--- src/rtl/ah_div_arbiter.sv ---
// rtl/ah_div_arbiter.sv - round-robin front end sharing one pipelined signed divider
// Tags each issued op with its requester ID and steers the result back after LATENCY cycles.
module ah_div_arbiter #(
  parameter int NUM_REQ = 4,
  parameter int WIDTH   = 50,
  parameter int LATENCY = 17,
  parameter int ID_W    = 2,
  parameter int CNT_W   = 5
) (
  input  logic                     clk,
  input  logic                     rst,
  input  logic                     hold,
  input  logic [NUM_REQ-1:0]       req_valid,
  output logic [NUM_REQ-1:0]       req_ready,
  input  logic [NUM_REQ*WIDTH-1:0] req_dividend,
  input  logic [NUM_REQ*WIDTH-1:0] req_divisor,
  output logic                     div_start,
  output logic [WIDTH-1:0]         div_dividend,
  output logic [WIDTH-1:0]         div_divisor,
  input  logic [WIDTH-1:0]         div_quotient,
  input  logic                     div_data_valid,
  input  logic                     div_by_zero,
  output logic [NUM_REQ-1:0]       rsp_valid,
  output logic [WIDTH-1:0]         rsp_quotient,
  output logic                     rsp_div_by_zero,
  output logic [CNT_W-1:0]         inflight_cnt,
  output logic                     busy,
  output logic                     tag_err
);

  logic [ID_W-1:0]         ptr_q, ptr_d;
  logic                    div_start_q, div_start_d;
  logic [WIDTH-1:0]        div_dividend_q, div_dividend_d;
  logic [WIDTH-1:0]        div_divisor_q, div_divisor_d;
  logic [ID_W-1:0]         issue_id_q, issue_id_d;
  logic [LATENCY-1:0]      tag_v_q, tag_v_d;
  logic [LATENCY*ID_W-1:0] tag_id_q, tag_id_d;
  logic [NUM_REQ-1:0]      rsp_valid_q, rsp_valid_d;
  logic [WIDTH-1:0]        rsp_quotient_q, rsp_quotient_d;
  logic                    rsp_dbz_q, rsp_dbz_d;
  logic [CNT_W-1:0]        inflight_q, inflight_d;
  logic                    tag_err_q, tag_err_d;

  logic [NUM_REQ-1:0] grant;
  logic [ID_W-1:0]    grant_id;
  logic               found;
  logic [ID_W:0]      sum;
  logic [ID_W-1:0]    idx;
  logic               tail_v;
  logic [ID_W-1:0]    tail_id;

  // Search starts at ptr and wraps; only the first valid requester is granted.
  always_comb begin
    grant    = '0;
    grant_id = '0;
    found    = 1'b0;
    sum      = '0;
    idx      = '0;
    for (int k = 0; k < NUM_REQ; k++) begin
      sum = {1'b0, ptr_q} + (ID_W+1)'(k);
      if (sum >= (ID_W+1)'(NUM_REQ)) sum = sum - (ID_W+1)'(NUM_REQ);
      idx = sum[ID_W-1:0];
      if (!found && !hold && req_valid[idx]) begin
        found       = 1'b1;
        grant[idx]  = 1'b1;
        grant_id    = idx;
      end
    end
  end

  assign tail_v  = tag_v_q[LATENCY-1];
  assign tail_id = tag_id_q[LATENCY*ID_W-1 -: ID_W];

  always_comb begin
    ptr_d          = ptr_q;
    div_start_d    = found;
    div_dividend_d = div_dividend_q;
    div_divisor_d  = div_divisor_q;
    issue_id_d     = issue_id_q;
    if (found) begin
      ptr_d          = (grant_id == ID_W'(NUM_REQ-1)) ? '0 : grant_id + 1'b1;
      div_dividend_d = req_dividend[grant_id*WIDTH +: WIDTH];
      div_divisor_d  = req_divisor[grant_id*WIDTH +: WIDTH];
      issue_id_d     = grant_id;
    end

    // Tag shifts unconditionally so its tail meets div_data_valid exactly.
    tag_v_d  = {tag_v_q[LATENCY-2:0], div_start_q};
    tag_id_d = {tag_id_q[(LATENCY-1)*ID_W-1:0], issue_id_q};

    rsp_valid_d    = (tail_v && div_data_valid) ? (NUM_REQ'(1) << tail_id) : '0;
    rsp_quotient_d = div_data_valid ? div_quotient : rsp_quotient_q;
    rsp_dbz_d      = div_data_valid ? div_by_zero : rsp_dbz_q;
    tag_err_d      = tag_err_q | (tail_v ^ div_data_valid);

    inflight_d = inflight_q;
    if (div_start_q && !(|rsp_valid_q)) begin
      if (inflight_q < CNT_W'(LATENCY+1)) inflight_d = inflight_q + 1'b1;
    end else if (!div_start_q && (|rsp_valid_q)) begin
      if (inflight_q != '0) inflight_d = inflight_q - 1'b1;
    end
  end

  always_ff @(posedge clk or posedge rst) begin
    if (rst) begin
      ptr_q          <= '0;
      div_start_q    <= 1'b0;
      div_dividend_q <= '0;
      div_divisor_q  <= '0;
      issue_id_q     <= '0;
      tag_v_q        <= '0;
      tag_id_q       <= '0;
      rsp_valid_q    <= '0;
      rsp_quotient_q <= '0;
      rsp_dbz_q      <= 1'b0;
      inflight_q     <= '0;
      tag_err_q      <= 1'b0;
    end else begin
      ptr_q          <= ptr_d;
      div_start_q    <= div_start_d;
      div_dividend_q <= div_dividend_d;
      div_divisor_q  <= div_divisor_d;
      issue_id_q     <= issue_id_d;
      tag_v_q        <= tag_v_d;
      tag_id_q       <= tag_id_d;
      rsp_valid_q    <= rsp_valid_d;
      rsp_quotient_q <= rsp_quotient_d;
      rsp_dbz_q      <= rsp_dbz_d;
      inflight_q     <= inflight_d;
      tag_err_q      <= tag_err_d;
    end
  end

  assign req_ready       = grant;
  assign div_start       = div_start_q;
  assign div_dividend    = div_dividend_q;
  assign div_divisor     = div_divisor_q;
  assign rsp_valid       = rsp_valid_q;
  assign rsp_quotient    = rsp_quotient_q;
  assign rsp_div_by_zero = rsp_dbz_q;
  assign inflight_cnt    = inflight_q;
  assign busy            = (inflight_q != '0) || div_start_q;
  assign tag_err         = tag_err_q;

endmodule
--- config.mk ---
export PLATFORM = sky130hd
export DESIGN_NAME = ah_div_arbiter
export DESIGN_NICKNAME = d
export VERILOG_FILES = /design/src/rtl/ah_div_arbiter.sv
export SDC_FILE = /design/constraint.sdc
export NUM_CORES = 1
export LEC_CHECK = 0
export CORE_AREA = 2 2 242 244
export DETAILED_ROUTE_END_ITERATION = 12
export DIE_AREA = 0 0 244 246
export SETUP_SLACK_MARGIN = 0.1
export SLEW_MARGIN = 20
export SYNTH_ARGS = -nofsm -noshare
export SYNTH_HDL_FRONTEND = slang
export SYNTH_SLANG_ARGS = --single-unit
export TNS_END_PERCENT = 20
--- constraint.sdc ---
create_clock -name clk -period 9.31 [get_ports clk]
set_clock_uncertainty 0.1 [all_clocks]
set_input_delay 1.3965 -clock clk [delete_from_list [all_inputs] [get_ports clk]]
set_output_delay 1.3965 -clock clk [all_outputs]
set_load 0.03 [all_outputs]
# After elaboration in Yosys (flattened, before gate mapping)
# Cells that the tools add are included.
[op_classes]
n_addsub = 10
multipliers = 1
order_cmp = 13
n_eq_ne = 2
shift = 3
mux = 38
n_bitwise = 5
n_reduce_logical = 26
[ops]
columns = ["op", "count"]
rows = [
  ["$shiftx 200x9->50", 2],
  ["$mux 4", 5],
  ["$mux 5", 4],
  ["$mux 2", 9],
  ["$logic_and 1x1->1", 14],
  ["$lt 2x3->1 const B", 4],
  ["$mux 1", 12],
  ["$or 4x4->4", 3],
  ["$ge 3x3->1 const B", 3],
  ["$bmux 1 s2", 4],
  ["$demux 1 s2", 4],
  ["$ge 2x1->1 const B", 4],
  ["$sub 2x1->2 const B", 4],
  ["$mul 2x5->7 const B", 1],
  ["$add 2x2->3 const B", 2],
  ["$logic_not 1->1", 6],
  ["$add 5x1->5 const B", 1],
  ["$lt 5x5->1 const B", 1],
  ["$reduce_bool 5->1", 1],
  ["$sub 5x1->5 const B", 1],
  ["$reduce_bool 2->1", 2],
  ["$reduce_or 4->1", 1],
  ["$shl 1x2->4 const A", 1],
  ["$add 2x1->3 const B", 1],
  ["other kinds (8)", 8],
]
[totals]
reg_bits = 217
inputBits = 459
out_inout_bits = 167
word_cells = 110

# Depth between registers and ports, before layout
[logic_depth]
word_depth = 20
mapped_depth = 14
depth_no_buf = 9

# Worst setup path after synthesis
# No wires, ideal clock.
[synth_path]
kind = "in2out"
start = "in req_valid[3]"
end = "out req_ready[2]"
arrival_time_ps = 2757
required_ps = 7814
path_slack_ps = 5057
stages = 5
path_buffers = 1
path_cell_list = "buf_2 > mux4_2 > nor2b_1 > a222oi_1 > nand2_1"
[synth_between]
elab_chain_cells = 16
elab_cells_between_ends = 28
cone_classes = "mux: 15; bitwise: 3; reduce/logical: 10"
[synth_lines]
columns = ["item", "line", "source"]
rows = [
  ["from (decl)", "13", "input logic [NUM_REQ-1:0] req_valid,"],
  ["$bmux 1 s2", "63", "if (!found && !hold && req_valid[idx]) begin"],
  ["$mux 1 (implied by the code)", "63", ""],
  ["$logic_and 1x1->1", "63", ""],
  ["$mux 1", "63", ""],
  ["$logic_not 1->1", "63", ""],
  ["$logic_and 1x1->1 (2 in series)", "63", ""],
  ["$mux 1", "63", ""],
  ["$logic_not 1->1", "63", ""],
  ["$logic_and 1x1->1 (2 in series)", "63", ""],
  ["$mux 1", "63", ""],
  ["$logic_not 1->1", "63", ""],
  ["$logic_and 1x1->1 (2 in series)", "63", ""],
  ["$mux 4 (*)", "63", ""],
  ["to (decl)", "14", "output logic [NUM_REQ-1:0] req_ready,"],
]
# Every way passes the cells marked *; elsewhere a longest branch is shown, timed or not. The select of a mux whose other input is x is not followed.

# Final worst setup path
[layout_path]
start = "reg ptr_q[0]"
end = "out req_ready[0]"
[layout_between]
elab_chain_cells = 18
elab_cells_between_ends = 63
cone_classes = "add/sub: 7; order compare: 12; mux: 27; bitwise: 3; reduce/logical: 14"
[layout_lines]
columns = ["item", "line", "source"]
rows = [
  ["from (decl)", "31", "logic [ID_W-1:0] ptr_q, ptr_d;"],
  ["from (signal assigned)", "119", "ptr_q <= ptr_d;"],
  ["parallel branches: the longest is 17 deep, another holds $add 2x1->3", "-", ""],
  ["$mux 4 (*)", "63", ""],
]
# Mark *: on every way between the ends. The select of a mux whose other input is x is not followed.

==> impl_metrics.csv <==
group,metric,value,unit
run_status,status,"finished, final reports clean",
cts,cts_tree,"done",
final_layout,diodes,0,
synth,ys_ff_latch,217,
synth,yosysSeqAreaShare,47.6,%
cts,insertion_delay,0.54,ns
route,first_iter_violations,383,
worst_setup_path,crit_chain,"inv_1 -> ha_1 -> mux4_2 -> nor2_1 -> and3_1 -> a222oi_1 -> nand2_1 -> clkdlybuf4s50_1",
cts,cts.sinks,217,
route,final_antenna_net_count,0,
route,drc,0,
pwr,power_density,318,nW/µm²
synth,synthArstFlopShare,100,%
grt,antenna_found_initial,0,
worst_setup_path,criticalPathCategory,"register to primary output",
final_layout,area_growth,66.8,%
die,num_rows,88,
cts,clockRootBuffer,"clkbuf_16",
worst_setup_path,cp_slowest_cell,"dfrtp_1",
synth,synth_area,11400,µm²
cts,clkTransAtPathRegs,0.06,ns
synth,synth_cell_types,57,
worst_setup_path,path_delay_family,"buffers and inverters",
hold_path,hp-class,"register to register",
synth,synth_flop_cell,"dfrtp_1",
cts,clockBufferDepth,3,
synth,yosysWarnings,0,
run,cap_violations,0,
worst_setup_path,arrival,4.10,ns
grt,grt_pass1_wl,59.6,mm
worst_setup_path,path_buf_inv,2,
grt,grtUsageTotal,12.6,%
worst_setup_path,start_kind,"register",
timing,tightest_slew,1.07,ns
worst_setup_path,crit_fanout,17,
cts,htreeDepth,1,
die,core_area,57400,µm²
route,wl_per_cell,18.0,µm
final_layout,layout-drive-gt1-share,15.4,%
die,die_height,246,µm
final_layout,final_util,33.1,%
synth,synth_area_per_cell,13.3,µm²
die,io_pins,626,
cts,cts_made_buffers,26,
timing,setup_viol,0,
timing,slew_viol_final,0,
timing,fin_setup_tns,0,ns
grt,grt_max_degree,127,
grt,overflow,0,
route,vias_per_cell,4.25,
synth,synthCells,859,
pwr,leakagePower,8.14,nW
place,dp_slack,3.97,ns
cts,post_cts_buffers,0,
synth,ys_top_cells_by_area,"dfrtp_1, mux2i_1, a221oi_2",
cts,ctsHoldBuffers,0,
final_layout,multi_input_area,5360,µm²
synth,synth_top_area_cell,"dfrtp_1",
die,start_util,19.9,%
timing,hold_violations,0,
place,dp_hpwl,31.5,mm
route,drtPass1Iterations,5,
timing,fmax,179,MHz
timing,hold_ws,0.238,ns
timing,grt_setup_unrepaired,"false",
final_layout,final_cells,2241,
place,place.gp.congestion,0.825,
timing,min_period,5.60,ns
place,place_area,18100,µm²
die,design.die.area,60000,µm²
place,dp.cells,2194,
cts,post_cts_resized,0,
grt,grt_pass1_vias,10069,
pwr,finalPower,6.05,mW
worst_setup_path,slowest_delay,0.74,ns
final_layout,seqCellArea,5430,µm²
final_layout,fin_area,19000,µm²
route,vias,9521,
timing,min_period_over_period,60.1,%
timing,slew_headroom,28.6,%
worst_setup_path,end_kind,"primary output",
die,die_w,244,µm
synth,synth_nets,1328,
pwr,peakVddDrop,0.000236,V
worst_setup_path,critPathRequiredTime,7.81,ns
synth,synth_top_area_share,47.6,%
route,totalWireLength,40.3,mm
synth,synth-edff-count,0,
final_layout,final_nets,1926,
final_layout,fillCellCount,5743,
timing,worst_slack,3.71,ns
place,io_buffer_count,625,
[cells in the final DEF, fill, tap and decap left out, types with 4 or more instances in the layout]
cell type and n:
a221oi_2 99, a222oi_1 4, buf_4 11, clkbuf_16 26, clkbuf_8 8, clkdlybuf4s50_1 624
clkinv_2 5, dfrtp_1 217, ha_1 9, inv_1 5, mux2_2 54, mux2i_1 202
nand2_1 17, nor2_1 110, nor3_1 4, xnor2_1 4
[per-layer routing]
metal	GRT usage, %	vias to the layer above	share of wire [%]	wire, µm
li1	-	4430	-	-
met1	14.3	4607	38	15300
met4	2.99	0	1.8	726
met3	3.30	37	8.2	3300
met2	23.5	447	52	21000
met5	0	-	0	0
[worst paths after layout]
path / depth (start not counted) / startpoint / slack [ns] / to
worst max-delay path: 8 / ptr_q[0]$_DFFE_PP0P_ / 3.71 / req_ready[0]
worst min-delay path: 0 / tag_id_q[6]$_DFF_PP0_ / 0.24 / tag_id_q[8]$_DFF_PP0_
max in group asynchronous: 3 / rst / 6.43 / div_divisor[38]$_DFFE_PP0P_
min in group asynchronous: 2 / rst / 1.28 / inflight_cnt[1]$_DFFE_PP0P_
worst max register to register: 8 / ptr_q[0]$_DFFE_PP0P_ / 4.63 / div_divisor[46]$_DFFE_PP0P_
worst min register to register: 0 / tag_id_q[6]$_DFF_PP0_ / 0.24 / tag_id_q[8]$_DFF_PP0_
[where the power goes]
group	switching, mW	internal [mW]
registers	0.219	1.33
logic	1.95	1.52
clock network	0.413	0.606
total	2.58	3.46
[layout make-up]
type	instances	area share, %
Inverter	7	0.191
Clock buffer	36	4.04
Multi-Input combinational cell	568	28.2
Clock inverter	11	0.553
Tap cell	765	5.04
Timing Repair Buffer	637	33.4
Sequential cell	217	28.6
[cells by family (layout without fill, tap and decap cells)]
group / Yosys count / in the layout / synth area share, %
AO/OA/AOI/OAI: 131 / 131 / 15.4
flip-flops: 217 / 217 / 47.6
multiplexers: 260 / 260 / 23.7
buffers and inverters: 74 / 691 / 5.42
adder cells (fa/ha/maj): 10 / 10 / 1.16
AND/OR/NAND/NOR: 162 / 162 / 6.29
XOR/XNOR: 5 / 5 / 0.384
[sequential cells by signal, indices dropped and copies added (netlist names)]
register	count
div_dividend	50
div_divisor	50
div_start	1
inflight_cnt	5
issue_id_q	2
ptr_q	2
rsp_div_by_zero	1
rsp_quotient	50
rsp_valid	4
tag_err	1
tag_id_q	34
tag_v_q	17
[synthesized netlist by cell type (2+ instances only)]
| library cell | instances |
|---|---|
| ha_1 | 9 |
| buf_4 | 2 |
| a21oi_1 | 3 |
| o22ai_1 | 3 |
| mux2_4 | 2 |
| nand2b_1 | 3 |
| dfrtp_1 | 217 |
| xnor2_1 | 4 |
| nor4_1 | 3 |
| a21boi_1 | 2 |
| a222oi_1 | 4 |
| buf_6 | 17 |
| and3_1 | 2 |
| a21o_1 | 2 |
| clkbuf_1 | 15 |
| a31oi_1 | 3 |
| or3_1 | 3 |
| nor2_1 | 110 |
| nor2b_1 | 3 |
| buf_12 | 11 |
| mux2i_1 | 202 |
| mux4_2 | 2 |
| nand2_1 | 17 |
| or2_2 | 3 |
| buf_2 | 21 |
| o21a_1 | 3 |
| a221oi_2 | 99 |
| inv_1 | 6 |
| nand3_1 | 3 |
| nor3_1 | 4 |
| mux2_2 | 54 |
| nor3b_1 | 2 |
Power figures use the tool's default switching activity.
